--- src/rtl/tile_pkg.sv ---
// Shared definitions for the tile map scheduler.
// Contents: FSM state encodings and the typed state enum, the transparent tile id used by the
// optional TILE_SKIP_EN build, and the default screen geometry that sizes the default map.
package tile_pkg;

  // State encodings.
  localparam logic [2:0] S_IDLE      = 3'd0;
  localparam logic [2:0] S_FETCH     = 3'd1;
  localparam logic [2:0] S_WAIT_DATA = 3'd2;
  localparam logic [2:0] S_ISSUE     = 3'd3;
  localparam logic [2:0] S_WAIT_DONE = 3'd4;
  localparam logic [2:0] S_ADVANCE   = 3'd5;
  localparam logic [2:0] S_DONE      = 3'd6;

  typedef enum logic [2:0] {
    StIdle     = S_IDLE,
    StFetch    = S_FETCH,
    StWaitData = S_WAIT_DATA,
    StIssue    = S_ISSUE,
    StWaitDone = S_WAIT_DONE,
    StAdvance  = S_ADVANCE,
    StDone     = S_DONE
  } state_e;

  // Map entry that is not drawn when TILE_SKIP_EN is defined.
  localparam logic [7:0] SKIP_TILE_ID = 8'hFF;

  // Default screen geometry; the default map covers it exactly with 8x8 tiles.
  localparam int unsigned SCREEN_W       = 160;
  localparam int unsigned SCREEN_H       = 120;
  localparam int unsigned DEFAULT_TILE_W = 8;
  localparam int unsigned DEFAULT_TILE_H = 8;

endpackage

--- src/rtl/tile_cursor.sv ---
// Map walk cursor: column/row counters, linear map index and running pixel origin.
// Ports:
//   clk_i, rst_ni    clock and asynchronous active-low reset
//   clear_i          return to the first tile (col=row=idx=x=y=0)
//   advance_i        step to the next tile in row-major order (ignored on the last tile)
//   idx_o            linear index row*MAP_COLS+col
//   x_o, y_o         pixel origin of the current tile (accumulated, no multipliers)
//   last_tile_o      current tile is the final one of the map
//   col_wrap_o       current tile is the last one of its row
module tile_cursor #(
  parameter int unsigned MAP_COLS = 20,
  parameter int unsigned MAP_ROWS = 15,
  parameter int unsigned TILE_W   = 8,
  parameter int unsigned TILE_H   = 8,
  parameter int unsigned MAP_AW   = 9
) (
  input  logic              clk_i,
  input  logic              rst_ni,
  input  logic              clear_i,
  input  logic              advance_i,
  output logic [MAP_AW-1:0] idx_o,
  output logic [7:0]        x_o,
  output logic [7:0]        y_o,
  output logic              last_tile_o,
  output logic              col_wrap_o
);

  // Column/row fit in 8 bits because MAP_COLS*TILE_W and MAP_ROWS*TILE_H are <= 256.
  localparam logic [7:0] ColLast = 8'(MAP_COLS - 1);
  localparam logic [7:0] RowLast = 8'(MAP_ROWS - 1);

  logic [7:0]        col_q, col_d;
  logic [7:0]        row_q, row_d;
  logic [MAP_AW-1:0] idx_q, idx_d;
  logic [7:0]        x_q, x_d;
  logic [7:0]        y_q, y_d;

  assign col_wrap_o  = (col_q == ColLast);
  assign last_tile_o = col_wrap_o && (row_q == RowLast);

  always_comb begin
    col_d = col_q;
    row_d = row_q;
    idx_d = idx_q;
    x_d   = x_q;
    y_d   = y_q;
    if (clear_i) begin
      col_d = '0;
      row_d = '0;
      idx_d = '0;
      x_d   = '0;
      y_d   = '0;
    end else if (advance_i && !last_tile_o) begin
      idx_d = idx_q + MAP_AW'(1);
      if (col_wrap_o) begin
        col_d = '0;
        x_d   = '0;
        row_d = row_q + 8'd1;
        y_d   = y_q + 8'(TILE_H);
      end else begin
        col_d = col_q + 8'd1;
        x_d   = x_q + 8'(TILE_W);
      end
    end
  end

  always_ff @(posedge clk_i or negedge rst_ni) begin
    if (!rst_ni) begin
      col_q <= '0;
      row_q <= '0;
      idx_q <= '0;
      x_q   <= '0;
      y_q   <= '0;
    end else begin
      col_q <= col_d;
      row_q <= row_d;
      idx_q <= idx_d;
      x_q   <= x_d;
      y_q   <= y_d;
    end
  end

  assign idx_o = idx_q;
  assign x_o   = x_q;
  assign y_o   = y_q;

endmodule

--- src/rtl/tile_map_scheduler.sv ---
// Tile map scheduler: on start, walks a MAP_COLS x MAP_ROWS map in synchronous RAM (row-major)
// and issues one draw/active handshake per entry to the tile drawer, then pulses done.
// Optional build macro: TILE_SKIP_EN -- entries equal to SKIP_TILE_ID are skipped (no draw).
// Ports:
//   clk, resetn      clock and asynchronous active-low reset
//   start            one-cycle request to draw the whole map (ignored while busy)
//   map_rd_addr      map RAM read address (linear index)
//   map_rd_data      map RAM data, valid one cycle after the address
//   tile_address     tile base address to the drawer
//   x_pos, y_pos     tile pixel origin to the drawer
//   draw             draw request; held until drawer_active acknowledges
//   drawer_active    drawer busy flag
//   busy             map walk in progress
//   done             one-cycle pulse after the last tile completes
module tile_map_scheduler
  import tile_pkg::*;
#(
  parameter int unsigned MAP_COLS = SCREEN_W / DEFAULT_TILE_W,
  parameter int unsigned MAP_ROWS = SCREEN_H / DEFAULT_TILE_H,
  parameter int unsigned TILE_W   = DEFAULT_TILE_W,
  parameter int unsigned TILE_H   = DEFAULT_TILE_H,
  parameter int unsigned MAP_AW   = 9
) (
  input  logic              clk,
  input  logic              resetn,
  input  logic              start,
  output logic [MAP_AW-1:0] map_rd_addr,
  input  logic [7:0]        map_rd_data,
  output logic [7:0]        tile_address,
  output logic [7:0]        x_pos,
  output logic [7:0]        y_pos,
  output logic              draw,
  input  logic              drawer_active,
  output logic              busy,
  output logic              done
);

  state_e state_q, state_d;

  logic [7:0] tile_q, tile_d;
  logic [7:0] xpos_q, xpos_d;
  logic [7:0] ypos_q, ypos_d;

  logic              cur_clear;
  logic              cur_advance;
  logic [MAP_AW-1:0] cur_idx;
  logic [7:0]        cur_x;
  logic [7:0]        cur_y;
  logic              last_tile;
  logic              unused_col_wrap;

  tile_cursor #(
    .MAP_COLS (MAP_COLS),
    .MAP_ROWS (MAP_ROWS),
    .TILE_W   (TILE_W),
    .TILE_H   (TILE_H),
    .MAP_AW   (MAP_AW)
  ) u_cursor (
    .clk_i       (clk),
    .rst_ni      (resetn),
    .clear_i     (cur_clear),
    .advance_i   (cur_advance),
    .idx_o       (cur_idx),
    .x_o         (cur_x),
    .y_o         (cur_y),
    .last_tile_o (last_tile),
    .col_wrap_o  (unused_col_wrap)
  );

  always_comb begin
    state_d     = state_q;
    tile_d      = tile_q;
    xpos_d      = xpos_q;
    ypos_d      = ypos_q;
    cur_clear   = 1'b0;
    cur_advance = 1'b0;
    unique case (state_q)
      StIdle: begin
        if (start) begin
          cur_clear = 1'b1;
          state_d   = StFetch;
        end
      end
      StFetch: begin
        // Do not start a tile while the drawer still reports busy from earlier work.
        if (!drawer_active) begin
          state_d = StWaitData;
        end
      end
      StWaitData: begin
`ifdef TILE_SKIP_EN
        if (map_rd_data == SKIP_TILE_ID) begin
          state_d = StAdvance;
        end else begin
          tile_d  = map_rd_data;
          xpos_d  = cur_x;
          ypos_d  = cur_y;
          state_d = StIssue;
        end
`else
        tile_d  = map_rd_data;
        xpos_d  = cur_x;
        ypos_d  = cur_y;
        state_d = StIssue;
`endif
      end
      StIssue: begin
        if (drawer_active) begin
          state_d = StWaitDone;
        end
      end
      StWaitDone: begin
        if (!drawer_active) begin
          state_d = StAdvance;
        end
      end
      StAdvance: begin
        if (last_tile) begin
          state_d = StDone;
        end else begin
          cur_advance = 1'b1;
          state_d     = StFetch;
        end
      end
      StDone: begin
        state_d = StIdle;
      end
      default: begin
        state_d = StIdle;
      end
    endcase
  end

  always_ff @(posedge clk or negedge resetn) begin
    if (!resetn) begin
      state_q <= StIdle;
      tile_q  <= '0;
      xpos_q  <= '0;
      ypos_q  <= '0;
    end else begin
      state_q <= state_d;
      tile_q  <= tile_d;
      xpos_q  <= xpos_d;
      ypos_q  <= ypos_d;
    end
  end

  // Handshake outputs decode straight from the state register so reset clears them at once.
  assign draw         = (state_q == StIssue);
  assign done         = (state_q == StDone);
  assign busy         = (state_q != StIdle) && (state_q != StDone);
  assign map_rd_addr  = cur_idx;
  assign tile_address = tile_q;
  assign x_pos        = xpos_q;
  assign y_pos        = ypos_q;

endmodule

--- config.mk ---
export PLATFORM = sky130hd
export DESIGN_NAME = tile_map_scheduler
export DESIGN_NICKNAME = d
export VERILOG_FILES = /design/src/rtl/tile_pkg.sv /design/src/rtl/tile_cursor.sv /design/src/rtl/tile_map_scheduler.sv
export SDC_FILE = /design/constraint.sdc
export NUM_CORES = 1
export LEC_CHECK = 0
export CAP_MARGIN = 5
export CORE_UTILIZATION = 50
export DETAILED_ROUTE_END_ITERATION = 16
export HOLD_SLACK_MARGIN = 0.05
export MAX_ROUTING_LAYER = met4
export PLACE_DENSITY = 0.75
export SKIP_CTS_REPAIR_TIMING = 1
export SYNTH_ARGS = -nofsm -noshare
export SYNTH_HDL_FRONTEND = slang
export SYNTH_HIERARCHICAL = 1
export SYNTH_SLANG_ARGS = --single-unit
--- constraint.sdc ---
create_clock -name clk -period 2.88 [get_ports clk]
set_input_delay 0.576 -clock clk [delete_from_list [all_inputs] [get_ports clk]]
set_output_delay 0.576 -clock clk [all_outputs]
set_load 0.02 [all_outputs]
# After elaboration in Yosys (flattened, before gate mapping)
# Index checks and enable logic that the tools add are counted.
# totals
ff_bits	68
inputBits	12
output_inout_bits	36
wordCells	61
# classes
add_sub_neg	5
n_eq_ne	13
mux	24
n_reduce_logical	10
# ops
op	n
8-bit 2-to-1 mux	12
9-bit 2-to-1 mux	2
3-bit one-hot mux with 6 select lines	1
8-bit by 1-bit adder with 8-bit output (second input constant)	2
8-bit by 4-bit adder with 8-bit output (second input constant)	2
3-bit 2-to-1 mux	5
9-bit by 1-bit adder with 9-bit output (second input constant)	1
3-bit equality test (second input constant)	3
8-bit by 4-bit equality test with 1-bit output (second input constant)	1
8-bit by 5-bit equality test with 1-bit output (second input constant)	1
3-bit by 2-bit equality test with 1-bit output (second input constant)	2
2-bit != test (second input constant)	3
1-bit 2-to-1 mux	4
4-bit AND reduction	1
2-bit nonzero test	2
3-bit by 1-bit equality test with 1-bit output (second input constant)	1
1-bit logical AND	3
3-bit logical NOT	1
3-bit != test (second input constant)	1
3-bit nonzero test	1
2-bit by 1-bit != test with 1-bit output (second input constant)	1
2-bit AND reduction	1
1-bit logical NOT	1

# Longest topological paths before layout
# Gate-level depths: netlist of run 1.
# logic_depth
ltp_word	7
ltp_mapped	12

# By module
# The synthesis of run 1 kept the hierarchy.
# modules_own_cells
mod	instances	cells_each	area_each_um2
tile_cursor	1	192	1920.6
tile_map_scheduler	1	74	1187.4

# Worst setup path after synthesis of run 1
# No wires, ideal clock.
# synth_timing
kind	reg2reg
start	register u_cursor.row_q[0]
end	register u_cursor.x_q[6] (netlist: u_cursor/x_o[6])
setup_ns	0.124
t_arrival_ns	2.361
path_slack_ns	0.396
path_stages_with_launch	12
cell_sequence	dfrtp_1 > inv_1 > ha_1 > nand4b_1 > or4_4 > buf_2 > nor2_1 > nor3b_1 > buf_2 > nor3b_1 > and3_1 > a211o_1
# synth_between
elab_chain_cells	6
# synth_rtl
element	line	rtl
start, declared	tile_cursor.sv:33	logic [7:0] row_q, row_d;
start signal, assigned	tile_cursor.sv:76	row_q <= row_d;
8-bit by 4-bit equality test with 1-bit output	tile_cursor.sv:39	assign last_tile_o = col_wrap_o && (row_q == RowLast);
1-bit logical AND	tile_cursor.sv:39	
via last_tile	tile_map_scheduler.sv:49	logic last_tile;
1-bit 2-to-1 mux	tile_map_scheduler.sv:118	if (last_tile) begin
1-bit 2-to-1 mux	tile_map_scheduler.sv:77	unique case (state_q)
via cur_advance	tile_map_scheduler.sv:45	logic cur_advance;
1-bit logical AND	tile_cursor.sv:53	end else if (advance_i && !last_tile_o) begin
2-bit nonzero test (no source line)	n/a	
end signal, assigned	tile_cursor.sv:72	x_q <= '0;
end signal, assigned	tile_cursor.sv:78	x_q <= x_d;
end, declared	tile_cursor.sv:35	logic [7:0] x_q, x_d;
# The timed path passes the listed nets, and every way through them passes these cells.
# A chain may end at the register's enable or synchronous reset.

# Worst setup path after layout of run 1
# layout_timing
start	register u_cursor.row_q[0]
end	register u_cursor.idx_q[6] (netlist: u_cursor/idx_o[6])
# layout_between
elab_chain_cells	6
# layout_rtl
element	line	rtl
8-bit by 4-bit equality test with 1-bit output	tile_cursor.sv:39	
1-bit logical AND	tile_cursor.sv:39	
via last_tile	tile_map_scheduler.sv:49	
1-bit 2-to-1 mux	tile_map_scheduler.sv:118	
1-bit 2-to-1 mux	tile_map_scheduler.sv:77	
via cur_advance	tile_map_scheduler.sv:45	
1-bit logical AND	tile_cursor.sv:53	
2-bit nonzero test (no source line)	n/a	
end signal, assigned	tile_cursor.sv:77	idx_q <= idx_d;
end, declared	tile_cursor.sv:34	logic [MAP_AW-1:0] idx_q, idx_d;
# The timed path passes the listed nets, and every way through them passes these cells.

==> flow_summary.ini, run 1 <==
[detailed_routing]
dr.first_iter.drc_count = 101
wl_per_cell_um = 14.70
avgViaCountPerCell = 5.499
remaining_drc_errors = 0
ant_nets = 0
num_vias = 2183
wirelength_mm = 5.834
detail_route.first_pass.iterations = 4

[power]
power_frac_clock = 0.258
ir_drop_v = 0.0005728
power_frac_seq = 0.379
switching_share = 0.3229
netSwitchingPower_uw = 1018
leakagePower_uw = 0.001745
power_density_nw_per_um2 = 821.7
p_int_uw = 2135
p_comb_frac = 0.363

[finish]
drive_gt1_frac = 0.1770
diodes = 0
syn_to_final_growth_pct = 23.47
seq_area_um2 = 1551
fill_cells = 470
finalNonFillerCells = 397
multi_input_area_um2 = 1466
final_nets = 335

[timing]
slew_violations = 0
grt_setup_unrepaired = no
max_slew.worst_pin.slew_ns = 0.7618
clock.fmax_mhz = 385.1
fin_worst_skew_ns = 0.007381
timing.setup.tns_ns = 0
finalCritPeriodShare = 0.9016
finalCriticalPeriod_ns = 2.597
setup_violations = 0
max_slew_margin = 0.4922
hold_viol_final = 0

[floorplan]
die_w_um = 80.84
core_um2 = 5956
start_util = 0.5218
dieArea_um2 = 6535
fp.dieH_um = 80.84
ios = 48
placementRows = 28

[cts]
clockRootBuffer = clkbuf_8
tritoncts = yes
cts_buffers = 9
cts.clk_slew.worst_paths_ns = 0.07
clk_latency_ns = 0.33
clk_path_buf_depth = 2
cts_sinks = 62
htree_levels = 3

[critical_path]
path_class = reg2reg
arrival_ns = 2.85
critPathLaunchType = flop
cp-end-kind = flop
rr_startpoint = u_cursor/row_q[0]
cp.required_ns = 3.14
reg2reg_depth = 10
reg2reg_slack_ns = 0.28
timing.rr.end = u_cursor/idx_o[6]
cp_max_fo = 18

[synthesis]
ys_ff_latch = 62
synthArstFlopShare = 1.000
ys_warn_count = 6
ys.flop_type = dfrtp_1
avgSynthCellArea_um2 = 11.68
seq_area_frac_synth = 0.4992
syn_inst = 266
yosysTopAreaCell = dfrtp_1
syn-cell-area_um2 = 3108
synth.most_common_cell = dfrtp_1
yosys-top-cells-area = dfrtp_1 (50%), mux2_4 (9.2%), xor2_1 (3.4%)
yosys-top-cells-count = dfrtp_1 (62), nor2_1 (26), mux2_4 (19)
synth.top_cell.area_share = 0.4992
synth_edf_count = 0
ys_types = 49

[grt]
track_usage = 0.2002
grt_max_degree = 63
antenna_found_initial = 0
grt_pass1_vias = 2042
grt_pass1_wl_mm = 9.446
overflow = 0

[place]
dp_hpwl_mm = 3.893
dp_cells = 381
io_buffers = 47
place_congestion = 0.9092

[run]
cap_violations = 0

[status]
status = completed

[min_path]
hold_class = in2async
-- power by group through the flow --
stage	Sequential [uW]	Clock (uW)	Combinational [uW]
floorplan	1350	0	589
global placement	1200	0	1130
detailed placement	1210	0	1150
CTS	1200	841	1160
global route	1220	880	1230
finish	1190	813	1150
-- stage by stage --
| stage | utilization | total power, uW | area (um^2) | setup slack [ns] | hold slack, ns |
|---|---|---|---|---|---|
| 6_report | 0.6443 | 3153 | 3837 | 0.2833 | 0.3772 |
| 3_3_place_gp | 0.6084 | 2330 | 3623 | 0.4541 | 0.4901 |
| 3_5_place_dp | 0.6084 | 2361 | 3623 | 0.3128 | 0.4940 |
| 5_1_grt | 0.6443 | 3324 | 3837 | 0.1058 | 0.4633 |
| 4_1_cts | 0.6443 | 3197 | 3837 | 0.3057 | 0.4139 |
| 2_1_floorplan | - | 1936 | 3127 | 0.3955 | 0.2804 |
-- worst max-delay path, cell delays in order (launching register included) --
cell      delay, ns
dfrtp_1        0.43
inv_1          0.07
ha_1           0.20
nand4b_1       0.11
or4_4          0.23
nor2_1         0.10
nor3b_2        0.22
buf_4          0.27
o21ai_2        0.19
or4_1          0.54
a21oi_1        0.15
-- placed cells by master, fill, tap and decap left out, types with 2 or more instances in the layout --
cell	count
inv_1	2
xnor2_1	7
nand4_1	14
o31ai_1	3
nor4_1	2
a211o_1	3
a21oi_1	12
nor3_1	7
dfrtp_1	62
clkdlybuf4s50_1	46
o21ai_0	5
mux2_2	6
nand3_4	2
o211ai_1	2
ha_1	6
nand3_1	8
buf_4	4
nand2_1	7
mux2i_1	2
nand2b_1	3
bufinv_16	2
clkinv_2	2
nor2_1	26
a211oi_1	3
or3_1	3
or4_1	3
conb_1	6
clkinv_4	2
xor2_1	12
mux2_4	19
and3_1	9
clkbuf_8	9
-- flip-flops by register name (all words and copies together), names as in the netlist --
signal,flops
tile_address,8
u_cursor/row_q,8
u_cursor/y_o,5
state_q,3
x_pos,8
u_cursor/idx_o,9
u_cursor/x_o,5
y_pos,8
u_cursor/col_q,8
-- worst max path at each step --
stage / slack, ns / start / end
global route: 0.11 / u_cursor/row_q[0] / u_cursor/idx_o[6]
finish: 0.28 / u_cursor/row_q[0] / u_cursor/idx_o[6]
global placement: 0.45 / u_cursor/row_q[0] / u_cursor/idx_o[6]
CTS: 0.31 / u_cursor/row_q[0] / u_cursor/idx_o[8]
floorplan: 0.40 / u_cursor/row_q[0] / u_cursor/x_o[6]
detailed placement: 0.31 / u_cursor/row_q[0] / u_cursor/idx_o[8]
-- metal layers --
metal  share of wire  vias up  wire length, um  GRT usage
met3           0.073       14              424    0.05056
li1                -     1052                -          -
met1            0.46     1037             2686     0.2453
met4           0.023        0              137     0.1125
met5               0        -                0          -
met2            0.44       80             2587     0.3017
-- area by class of cell --
cell class,instances,area share
Tap cell,75,0.02445
Sequential cell,62,0.4043
Clock buffer,10,0.03326
Inverter,3,0.004239
Timing Repair Buffer,51,0.1291
Clock inverter,6,0.02250
Multi-Input combinational cell,190,0.3821
-- cell families (layout without fill, tap and decap cells) --
kind of cell             Yosys count  count (layout)  share of synthesized area
AND/OR/NAND/NOR                   99              99                     0.1936
flip-flops                        62              62                     0.4992
AO/OA/AOI/OAI                     32              32                    0.06643
multiplexers                      28              28                     0.1236
XOR/XNOR                          19              19                    0.05354
buffers and inverters             19              70                    0.03824
adder cells (fa/ha/maj)            6               6                    0.02415
other                              1               6                   0.001207
(Power assumes the default switching activity.)
==> run 2, diff against run 1 <==
--- a/config.mk
+++ b/config.mk
@@ -12,6 +12,7 @@
 export MAX_ROUTING_LAYER = met4
 export PLACE_DENSITY = 0.75
 export SKIP_CTS_REPAIR_TIMING = 1
+export SLEW_MARGIN = 20
 export SYNTH_ARGS = -nofsm -noshare
 export SYNTH_HDL_FRONTEND = slang
 export SYNTH_HIERARCHICAL = 1
==> results of run 2 <==
The final DEF is identical to that of run 1; final timing and power are the same.
